==> src/rtl/mips_pkg.sv <==
// Shared MIPS core definitions: widths, decoded control bundle, bubble values, ALU op codes.
package mips_pkg;

    localparam int DATA_W = 32;
    localparam int REG_W  = 5;
    localparam int CTRL_W = 15;

    localparam logic [1:0] WBI_NONE      = 2'b00;
    localparam logic [1:0] DATASIZE_NONE = 2'b11;

    localparam logic [3:0] ALU_AND = 4'b0000;
    localparam logic [3:0] ALU_OR  = 4'b0001;
    localparam logic [3:0] ALU_ADD = 4'b0010;
    localparam logic [3:0] ALU_SUB = 4'b0110;
    localparam logic [3:0] ALU_SLT = 4'b0111;
    localparam logic [3:0] ALU_NOR = 4'b1100;

    typedef struct packed {
        logic [3:0] alu_op;
        logic       is_jump;
        logic       is_not_cond;
        logic       is_eq;
        logic       mem_write;
        logic       is_load;
        logic [1:0] wbi;
        logic [1:0] datasize;
        logic       alu_src;
        logic       reg_dst;
    } ctrl_t;

    localparam ctrl_t CTRL_BUBBLE = '{
        alu_op: 4'b0000, is_jump: 1'b0, is_not_cond: 1'b0, is_eq: 1'b0,
        mem_write: 1'b0, is_load: 1'b0, wbi: WBI_NONE, datasize: DATASIZE_NONE,
        alu_src: 1'b0, reg_dst: 1'b0
    };

endpackage

==> src/rtl/load_use_detect.sv <==
// Combinational load-use hazard check between the load in EX and the instruction in ID.
module load_use_detect #(
    parameter int REG_W = 5
) (
    input  logic             ex_valid_i,
    input  logic             ex_is_load_i,
    input  logic [REG_W-1:0] ex_dst_i,
    input  logic [REG_W-1:0] id_rs_i,
    input  logic [REG_W-1:0] id_rt_i,
    input  logic             id_valid_i,
    output logic             hazard_o
);

    // rt is compared for every opcode; a spurious stall is cheaper than decoding usage here.
    assign hazard_o = id_valid_i & ex_valid_i & ex_is_load_i & (ex_dst_i != '0)
                    & ((ex_dst_i == id_rs_i) | (ex_dst_i == id_rt_i));

endmodule

==> src/rtl/id_ex_stage.sv <==
// ID/EX pipeline register with load-use bubble insertion, branch flush and memory freeze.
// Optional hazard-bubble counter on stall_cnt_o when ID_EX_STALL_CNT_EN is defined.
module id_ex_stage
    import mips_pkg::*;
#(
    parameter int DATA_W = mips_pkg::DATA_W,
    parameter int REG_W  = mips_pkg::REG_W
) (
    input  logic              clk,
    input  logic              reset,
    input  logic              id_valid,
    input  logic [3:0]        id_aluOp,
    input  logic              id_isJump,
    input  logic              id_isNotConditional,
    input  logic              id_isEq,
    input  logic              id_memWrite,
    input  logic              id_isLoad,
    input  logic [1:0]        id_wbi,
    input  logic [1:0]        id_datasize,
    input  logic              id_aluSrc,
    input  logic              id_regDst,
    input  logic [REG_W-1:0]  id_rs,
    input  logic [REG_W-1:0]  id_rt,
    input  logic [REG_W-1:0]  id_rd,
    input  logic [DATA_W-1:0] id_rdA,
    input  logic [DATA_W-1:0] id_rdB,
    input  logic [DATA_W-1:0] id_imm,
    input  logic [DATA_W-1:0] id_pc4,
    input  logic              flush_i,
    input  logic              mem_stall_i,
    output logic              ex_valid,
    output logic [3:0]        ex_aluOp,
    output logic              ex_isJump,
    output logic              ex_isNotConditional,
    output logic              ex_isEq,
    output logic              ex_memWrite,
    output logic              ex_isLoad,
    output logic [1:0]        ex_wbi,
    output logic [1:0]        ex_datasize,
    output logic              ex_aluSrc,
    output logic              ex_regDst,
    output logic [REG_W-1:0]  ex_rs,
    output logic [REG_W-1:0]  ex_rt,
    output logic [REG_W-1:0]  ex_rd,
    output logic [DATA_W-1:0] ex_rdA,
    output logic [DATA_W-1:0] ex_rdB,
    output logic [DATA_W-1:0] ex_imm,
    output logic [DATA_W-1:0] ex_pc4,
    output logic [REG_W-1:0]  ex_dst,
`ifdef ID_EX_STALL_CNT_EN
    output logic [15:0]       stall_cnt_o,
`endif
    output logic              stall_o
);

    ctrl_t             ctrl_q, ctrl_d, id_ctrl;
    logic              valid_q, valid_d;
    logic [REG_W-1:0]  rs_q, rs_d, rt_q, rt_d, rd_q, rd_d, dst_q, dst_d;
    logic [DATA_W-1:0] rda_q, rda_d, rdb_q, rdb_d, imm_q, imm_d, pc4_q, pc4_d;
    logic              hazard;

    load_use_detect #(.REG_W(REG_W)) u_detect (
        .ex_valid_i   (valid_q),
        .ex_is_load_i (ctrl_q.is_load),
        .ex_dst_i     (dst_q),
        .id_rs_i      (id_rs),
        .id_rt_i      (id_rt),
        .id_valid_i   (id_valid),
        .hazard_o     (hazard)
    );

    assign stall_o = mem_stall_i | (hazard & ~flush_i);

    assign id_ctrl = '{
        alu_op: id_aluOp, is_jump: id_isJump, is_not_cond: id_isNotConditional,
        is_eq: id_isEq, mem_write: id_memWrite, is_load: id_isLoad, wbi: id_wbi,
        datasize: id_datasize, alu_src: id_aluSrc, reg_dst: id_regDst
    };

    always_comb begin
        // NOTE: every next-state signal defaults to its register so no path infers a latch.
        ctrl_d  = ctrl_q;
        valid_d = valid_q;
        rs_d    = rs_q;
        rt_d    = rt_q;
        rd_d    = rd_q;
        dst_d   = dst_q;
        rda_d   = rda_q;
        rdb_d   = rdb_q;
        imm_d   = imm_q;
        pc4_d   = pc4_q;
        if (mem_stall_i) begin
            // freeze outranks flush; EX keeps flush asserted until the freeze lifts
        end else if (flush_i || hazard || !id_valid) begin
            ctrl_d  = CTRL_BUBBLE;
            valid_d = 1'b0;
            rs_d    = '0;
            rt_d    = '0;
            rd_d    = '0;
            dst_d   = '0;
            rda_d   = '0;
            rdb_d   = '0;
            imm_d   = '0;
            pc4_d   = '0;
        end else begin
            ctrl_d  = id_ctrl;
            valid_d = 1'b1;
            rs_d    = id_rs;
            rt_d    = id_rt;
            rd_d    = id_rd;
            dst_d   = id_regDst ? id_rd : id_rt;
            rda_d   = id_rdA;
            rdb_d   = id_rdB;
            imm_d   = id_imm;
            pc4_d   = id_pc4;
        end
    end

    // NOTE: state registers use non-blocking assignments so all flops update from pre-edge values.
    always_ff @(posedge clk or posedge reset) begin
        if (reset) begin
            ctrl_q  <= CTRL_BUBBLE;
            valid_q <= 1'b0;
            rs_q    <= '0;
            rt_q    <= '0;
            rd_q    <= '0;
            dst_q   <= '0;
            rda_q   <= '0;
            rdb_q   <= '0;
            imm_q   <= '0;
            pc4_q   <= '0;
        end else begin
            ctrl_q  <= ctrl_d;
            valid_q <= valid_d;
            rs_q    <= rs_d;
            rt_q    <= rt_d;
            rd_q    <= rd_d;
            dst_q   <= dst_d;
            rda_q   <= rda_d;
            rdb_q   <= rdb_d;
            imm_q   <= imm_d;
            pc4_q   <= pc4_d;
        end
    end

`ifdef ID_EX_STALL_CNT_EN
    logic [15:0] cnt_q, cnt_d;

    always_comb begin
        cnt_d = cnt_q;
        if (!mem_stall_i && !flush_i && hazard && cnt_q != 16'hFFFF)
            cnt_d = cnt_q + 16'd1;
    end

    always_ff @(posedge clk or posedge reset) begin
        if (reset) cnt_q <= '0;
        else       cnt_q <= cnt_d;
    end

    assign stall_cnt_o = cnt_q;
`endif

    assign ex_valid            = valid_q;
    assign ex_aluOp            = ctrl_q.alu_op;
    assign ex_isJump           = ctrl_q.is_jump;
    assign ex_isNotConditional = ctrl_q.is_not_cond;
    assign ex_isEq             = ctrl_q.is_eq;
    assign ex_memWrite         = ctrl_q.mem_write;
    assign ex_isLoad           = ctrl_q.is_load;
    assign ex_wbi              = ctrl_q.wbi;
    assign ex_datasize         = ctrl_q.datasize;
    assign ex_aluSrc           = ctrl_q.alu_src;
    assign ex_regDst           = ctrl_q.reg_dst;
    assign ex_rs               = rs_q;
    assign ex_rt               = rt_q;
    assign ex_rd               = rd_q;
    assign ex_rdA              = rda_q;
    assign ex_rdB              = rdb_q;
    assign ex_imm              = imm_q;
    assign ex_pc4              = pc4_q;
    assign ex_dst              = dst_q;

endmodule

==> config.mk <==
export PLATFORM = sky130hd
export DESIGN_NAME = id_ex_stage
export DESIGN_NICKNAME = d
export VERILOG_FILES = /design/src/rtl/mips_pkg.sv /design/src/rtl/load_use_detect.sv /design/src/rtl/id_ex_stage.sv
export SDC_FILE = /design/constraint.sdc
export NUM_CORES = 1
export LEC_CHECK = 0
export ABC_AREA = 1
export CORE_ASPECT_RATIO = 0.75
export CORE_UTILIZATION = 41
export CTS_CLUSTER_DIAMETER = 30
export DETAILED_ROUTE_END_ITERATION = 6
export MAX_ROUTING_LAYER = met4
export PLACE_DENSITY = 0.81
export SYNTH_ARGS = -nofsm -noshare
export SYNTH_HDL_FRONTEND = slang
export SYNTH_SLANG_ARGS = --single-unit
==> constraint.sdc <==
create_clock -name clk -period 5.83 [get_ports clk]
set_input_delay 0.583 -clock clk [delete_from_list [all_inputs] [get_ports clk]]
set_output_delay 0.583 -clock clk [all_outputs]
set_load 0.05 [all_outputs]
==> results of run 1 <==
-- final cells by class --
class / count / area, um^2
clock buffer: 20 / 447
clock inverter: 12 / 170
multi-input combinational: 535 / 2280
inverter: 20 / 80.1
fill: 1305 / 5500
timing repair buffer: 332 / 3320
sequential: 164 / 4110
tap: 210 / 263
-- power breakdown --
group	switching (mW)	internal, mW
logic	0.379	0.239
registers	0.0383	1.20
clock network	0.473	0.696
total	0.891	2.14
-- kinds of logic (layout without fill, tap and decap cells) --
logic type | after synthesis | in the layout | share of synthesized area, %
and+or+nand+nor | 522 | 522 | 31.8
muxes | 2 | 2 | 0.329
DFF | 164 | 164 | 60.0
buffers and inverters | 75 | 384 | 7.00
AOI/OAI and AO/OA | 9 | 9 | 0.658
xor gates and xnor gates | 2 | 2 | 0.256
-- cell usage after synthesis --
library cell and instances:
nand3_1 165, buf_4 18, inv_2 2, nand2_2 1, dfrtp_1 162, mux2_2 2, nand4_1 2, clkbuf_1 18
o21ai_1 3, or2_2 2, xnor2_1 2, nand2_1 344, buf_2 2, inv_1 18, nor2_1 8, dfstp_2 2
o21ai_0 6, buf_6 17
-- final timing paths --
check	endpoint	slack (ns)	depth (start not counted)
min reg2reg	ex_rdA[3]	0.48	2
min	ex_rdA[3]	0.48	2
max in group asynchronous	ex_rs[1]	4.14	3
min in group asynchronous	ex_rdB[10]	0.56	2
max	stall_o	2.11	10
max reg2reg	ex_rs[4]	2.98	10
-- through the flow --
step	instance area, um^2	std cells	hold WS (ns)	power [mW]	util (%)
floorplan	6850	774	0.721	1.60	-
global placement	10000	1261	0.458	1.87	62.1
detailed placement	10000	1261	0.464	1.88	62.1
CTS	10700	1293	0.481	3.05	66.0
global route	10700	1293	0.486	3.15	66.0
finish	10700	1293	0.477	3.03	66.0
-- registers in the layout (all words and copies together) (netlist names), 2 cells and up --
signal,cells
ex_aluOp,4
ex_datasize,2
ex_dst,5
ex_imm,32
ex_pc4,32
ex_rd,5
ex_rdA,32
ex_rdB,32
ex_rs,5
ex_rt,5
ex_wbi,2
-- per-layer routing --
metal	vias up	track usage, %	wire, um
li1	3058	-	-
met1	2968	30.7	8420
met2	264	39.6	9840
met3	35	9.52	2040
met4	0	8.00	461
met5	-	-	0
-- critical path, delay by kind of cell --
family	cells	cell delay [ns]
compound gates	1	0.36
buf+inv	3	1.40
simple gates	6	0.80
==> metrics, run 1 <==
setup_tns 0 ns; Synth Area per Inst 8.85 um^2; Setup WS pre-CTS 2.06 ns; DIE HEIGHT 114 um; TritonCTS buffer count 17; core area 16200 um^2; Worst Hold Class reg2reg; Final WS setup 2.11 ns; clk buf depth 2; critical path endpoint category output port; critical path arrival 3.14 ns; detailed placement HPWL 14000 um; die area 17200 um^2; Port Buffers 327; Tightest Pin Transition 0.956 ns; CP Data Required Time 5.25 ns; Pwr Density 284 nW/um^2; largest net degree at the start of global routing 165; outcome finished clean; CTS Hold Buffers Added 0; CP max stage cell clkdlybuf4s50_1; Setup CP Type in2out; beginning of the critical path id_rt[4]; Die W 151 um; Initial Utilization 42.4%; Cell variety after synth 18; Area Overhead vs Synth 55.7%; Leakage 5.28 nW; Setup Fix Bufs, Post-CTS 0; vias in the first global route 6197; Mapped Area 6850 um^2; Max Cap Violations 0; I/O pin total 328; Final Hold Viols 0; hold path start ex_rdA[3]; RSZ-0062 raised after global routing no; Post-DRT Antenna Nets 0; fin crit period 3.72 ns; DR pass1 iterations 5; GRT Residual Overflow 0; via count 6325; Setup Skew 0.00812 ns; Mapped Cells 774; Starting DRT DRC Count 432; top post-synthesis cells by area dfrtp_1 59%, nand2_1 19%, nand3_1 12%, buf_6 2.8%, buf_4 2.0%; WL final 20800 um; fmax 269 MHz; diode count 0; Ys Warns 0; drt drc 0; Worst slew margin 36.3%; Final Setup Violations 0; GRT Total Usage 25.5%; CP Cell Sequence clkdlybuf4s50_1 > inv_1 > nand2_1 > nand2_1 > nor2_1 > nand3_1 > nand2_1 > nand2_4 > o21ai_0 > clkdlybuf4s50_1; Skew-Pair Late Insertion Delay 0.42 ns; commonest non-fill, non-tap cell in the layout nand2_1; Pins Over Slew Limit 0; Worst R2R Start ex_dst[4]; GP Congestion 0.872; first-pass GRT wire length 32700 um; initial antenna violation count 0; via density per instance 4.89; Resized Gates After CTS 0; DR WL/cell 16.1 um; highest cell delay on the worst timing path 0.84 ns; CP Max Fanout 76; Yosys top cell area share 59.2%; root buffer cell clkbuf_16; fin crit share 63.9%; fraction of the yosys area taken by sequential cells 60.0%; Synth area leader dfrtp_1; FP Rows 40; peak supply drop 0.180 mV; nets 1233; Reg clk slew, reported paths 0.06 ns; share of cells above drive strength 1 4.34%; Mapped Nets 937; synthesis-stage register bit count 164; CTS tree built; CP dominant cell by count nand2_1; Critical Path Start Type primary input; CTS H-tree lvls 4; most frequent cells in the layout 344 x nand2_1, 326 x clkdlybuf4s50_1, 165 x nand3_1; CTS Sinks 164
(Power assumes the default switching activity.)
==> inputs of run 2 (changes only) <==
- clock period: 5.83 -> 3.65 ns (I/O delays scaled with it)
==> run 2 against run 1 <==
  * Clock-buffer cell count shrank 1
  * Hold slack lost 0.00052 ns
  * Cell count about the same
  * Critical path type unchanged
  * Wire length decreased by 0.97%
  * Design area is 0.46% lower
  * Critical endpoint unchanged
  * Critical path depth is the same
  * Global-route usage down 0.79 points
  * Largest power group unchanged
  * Register-to-register slack got worse by 1.4 ns
  * Sequential share of layout area up 0.18 points
  * Highest routed layer unchanged
==> metrics, run 2 (synthesis results as in run 1) <==
Pins Over Slew Limit 0 (unchanged); initial antenna violation count 1 (+1); storage element area 4110 um^2 (unchanged); reg-to-reg endpoint ex_dst[2]; fin util 65.7% (-0.30 points); FILL cells 1322 (+1.3%); root buffer cell clkbuf_16; DR pass1 iterations 5 (unchanged); Worst slew margin 41.8% (+5.5 points); TritonCTS buffer count 17 (unchanged); outcome finished clean; Leakage 5.22 nW (-1.2%); setup slack, reg-to-reg 1.58 ns (-1.40 ns); I/O pin total 328 (unchanged); setup_tns 0 ns (unchanged); share of cells above drive strength 1 4.43% (+0.092 points); Initial Utilization 42.4% (unchanged); Skew-Pair Late Insertion Delay 0.42 ns (about the same); peak supply drop 0.275 mV (+52%); core area 16200 um^2 (unchanged); multi-input combinational cell area 2280 um^2 (+0.38%); Die W 151 um (unchanged); hold path cells 2 (unchanged); via count 6417 (+1.5%); critical path endpoint category output port; GP Congestion 0.801 (-8.1%); FP Rows 40 (unchanged); Starting DRT DRC Count 532 (+23%); Max Cap Violations 0 (unchanged); Tightest Pin Transition 0.873 ns (-0.0823 ns); Area Overhead vs Synth 55.0%; Worst R2R Start ex_dst[0]; first-pass GRT wire length 31900 um (-2.6%); Resized Gates After CTS 0 (unchanged); most frequent cells in the layout 344 x nand2_1, 325 x clkdlybuf4s50_1, 165 x nand3_1; CP dominant cell by count nand2_1; detailed placement HPWL 13600 um (-2.3%); highest cell delay on the worst timing path 0.52 ns (-0.32 ns); Worst Hold Class reg2reg; Final Setup Violations 0 (unchanged); nets 1233 (unchanged); end of the worst hold path ex_rdB[31]; CP Depth 10 (unchanged); Setup Skew 0.0105 ns (+0.00235 ns); largest net degree at the start of global routing 165 (unchanged); CP Data Required Time 3.28 ns (-1.97 ns); CP Cell Sequence clkdlybuf4s50_1 > inv_1 > nand2_1 > nand2_1 > nor2_1 > nand3_1 > nand2_1 > nand2_8 > o21ai_0 > buf_12; CP max stage cell clkdlybuf4s50_1; Pwr Density 434 nW/um^2 (+53%); CTS Hold Buffers Added 0 (unchanged); Reg2Reg Depth 10 (unchanged); fin crit share 64.0%; CTS Sinks 164 (unchanged); critical path arrival 1.97 ns (-1.17 ns); fin crit period 2.33 ns; Setup CP Type in2out; DIE HEIGHT 114 um (unchanged); commonest non-fill, non-tap cell in the layout nand2_1; Critical Path Start Type primary input; clk buf depth 2 (unchanged); drt drc 0 (unchanged); Setup Fix Bufs, Post-CTS 0 (unchanged); hold path start ex_rdB[31]; fmax 428 MHz; GRT Residual Overflow 0 (unchanged); CP Max Fanout 3 (-96%); GRT Total Usage 24.7% (-0.79 points); Port Buffers 327 (unchanged); Final Hold Viols 0 (unchanged); WL final 20600 um (-0.97%); CTS H-tree lvls 4 (unchanged); CP top delay family buffers and inverters; vias in the first global route 6138 (-0.95%); crit path buf inv count 3 (unchanged); Reg clk slew, reported paths 0.06 ns (about the same); DR WL/cell 15.9 um (-1.0%); die area 17200 um^2 (unchanged); Post-DRT Antenna Nets 0 (unchanged); via density per instance 4.96 (+1.4%); CTS tree built; RSZ-0062 raised after global routing no
[run 2: changes by cell type in the layout (fill, tap and decap cells not counted), sizes merged]
cell,change
bufinv,-3
clkinvlp,+6
buf,+1
diode,+1
clkdlybuf4s50,-1
inv,-2
clkbuf,-1
[run 2: worst max path at each step]
stage,startpoint,endpoint,slack (ns)
6_report,id_rt[4],stall_o,1.32
5_1_grt,id_rt[4],stall_o,1.17
3_5_place_dp,id_rt[0],ex_pc4[12],1.20
4_1_cts,id_rs[4],stall_o,1.31
3_3_place_gp,id_rt[0],ex_rdA[17],1.23
2_1_floorplan,ex_dst[4],stall_o,0.82
[run 2: report_power, final]
part           leakage (nW)  total, mW  switching [mW]  internal [mW]
clock network         0.243       1.63           0.756          0.878
registers              2.21       1.98          0.0598           1.92
logic                  2.77      0.991           0.608          0.383
[run 2: stage by stage]
| stage | cells | setup slack [ns] | hold slack, ns | total power, mW | cell area [um^2] |
|---|---|---|---|---|---|
| floorplan | 774 | 0.817 | 0.503 | 2.55 | 6850 |
| global placement | 1261 | 1.23 | 0.459 | 2.99 | 10100 |
| detailed placement | 1261 | 1.20 | 0.464 | 3.01 | 10100 |
| CTS | 1293 | 1.31 | 0.481 | 4.64 | 10600 |
| global route | 1294 | 1.17 | 0.483 | 4.78 | 10600 |
| finish | 1294 | 1.32 | 0.477 | 4.60 | 10600 |
[run 2: area by class of cell]
type / instances / share of cell area (%)
sequential: 164 / 38.7
timing repair buffer: 332 / 31.5
multi-input combinational: 535 / 21.5
clock buffer: 19 / 4.08
tap: 210 / 2.48
clock inverter: 13 / 0.967
inverter: 20 / 0.743
antenna: 1 / 0.0236
[run 2: tightest hold or removal path, stage by stage (launching register included)]
cell and delay (ns):
dfrtp_1 0.34, nand2_1 0.05, nand2_1 0.05
[run 2: per-layer routing]
| layer | vias to the layer above | wire length (um) | share of wire [%] | GRT usage (%) |
|---|---|---|---|---|
| met3 | 29 | 1780 | 8.7 | 8.08 |
| met1 | 3057 | 8650 | 42 | 30.8 |
| met4 | 0 | 420 | 2.0 | 7.47 |
| met2 | 278 | 9710 | 47 | 38.2 |
| li1 | 3053 | - | - | - |
| met5 | - | 0 | 0 | - |
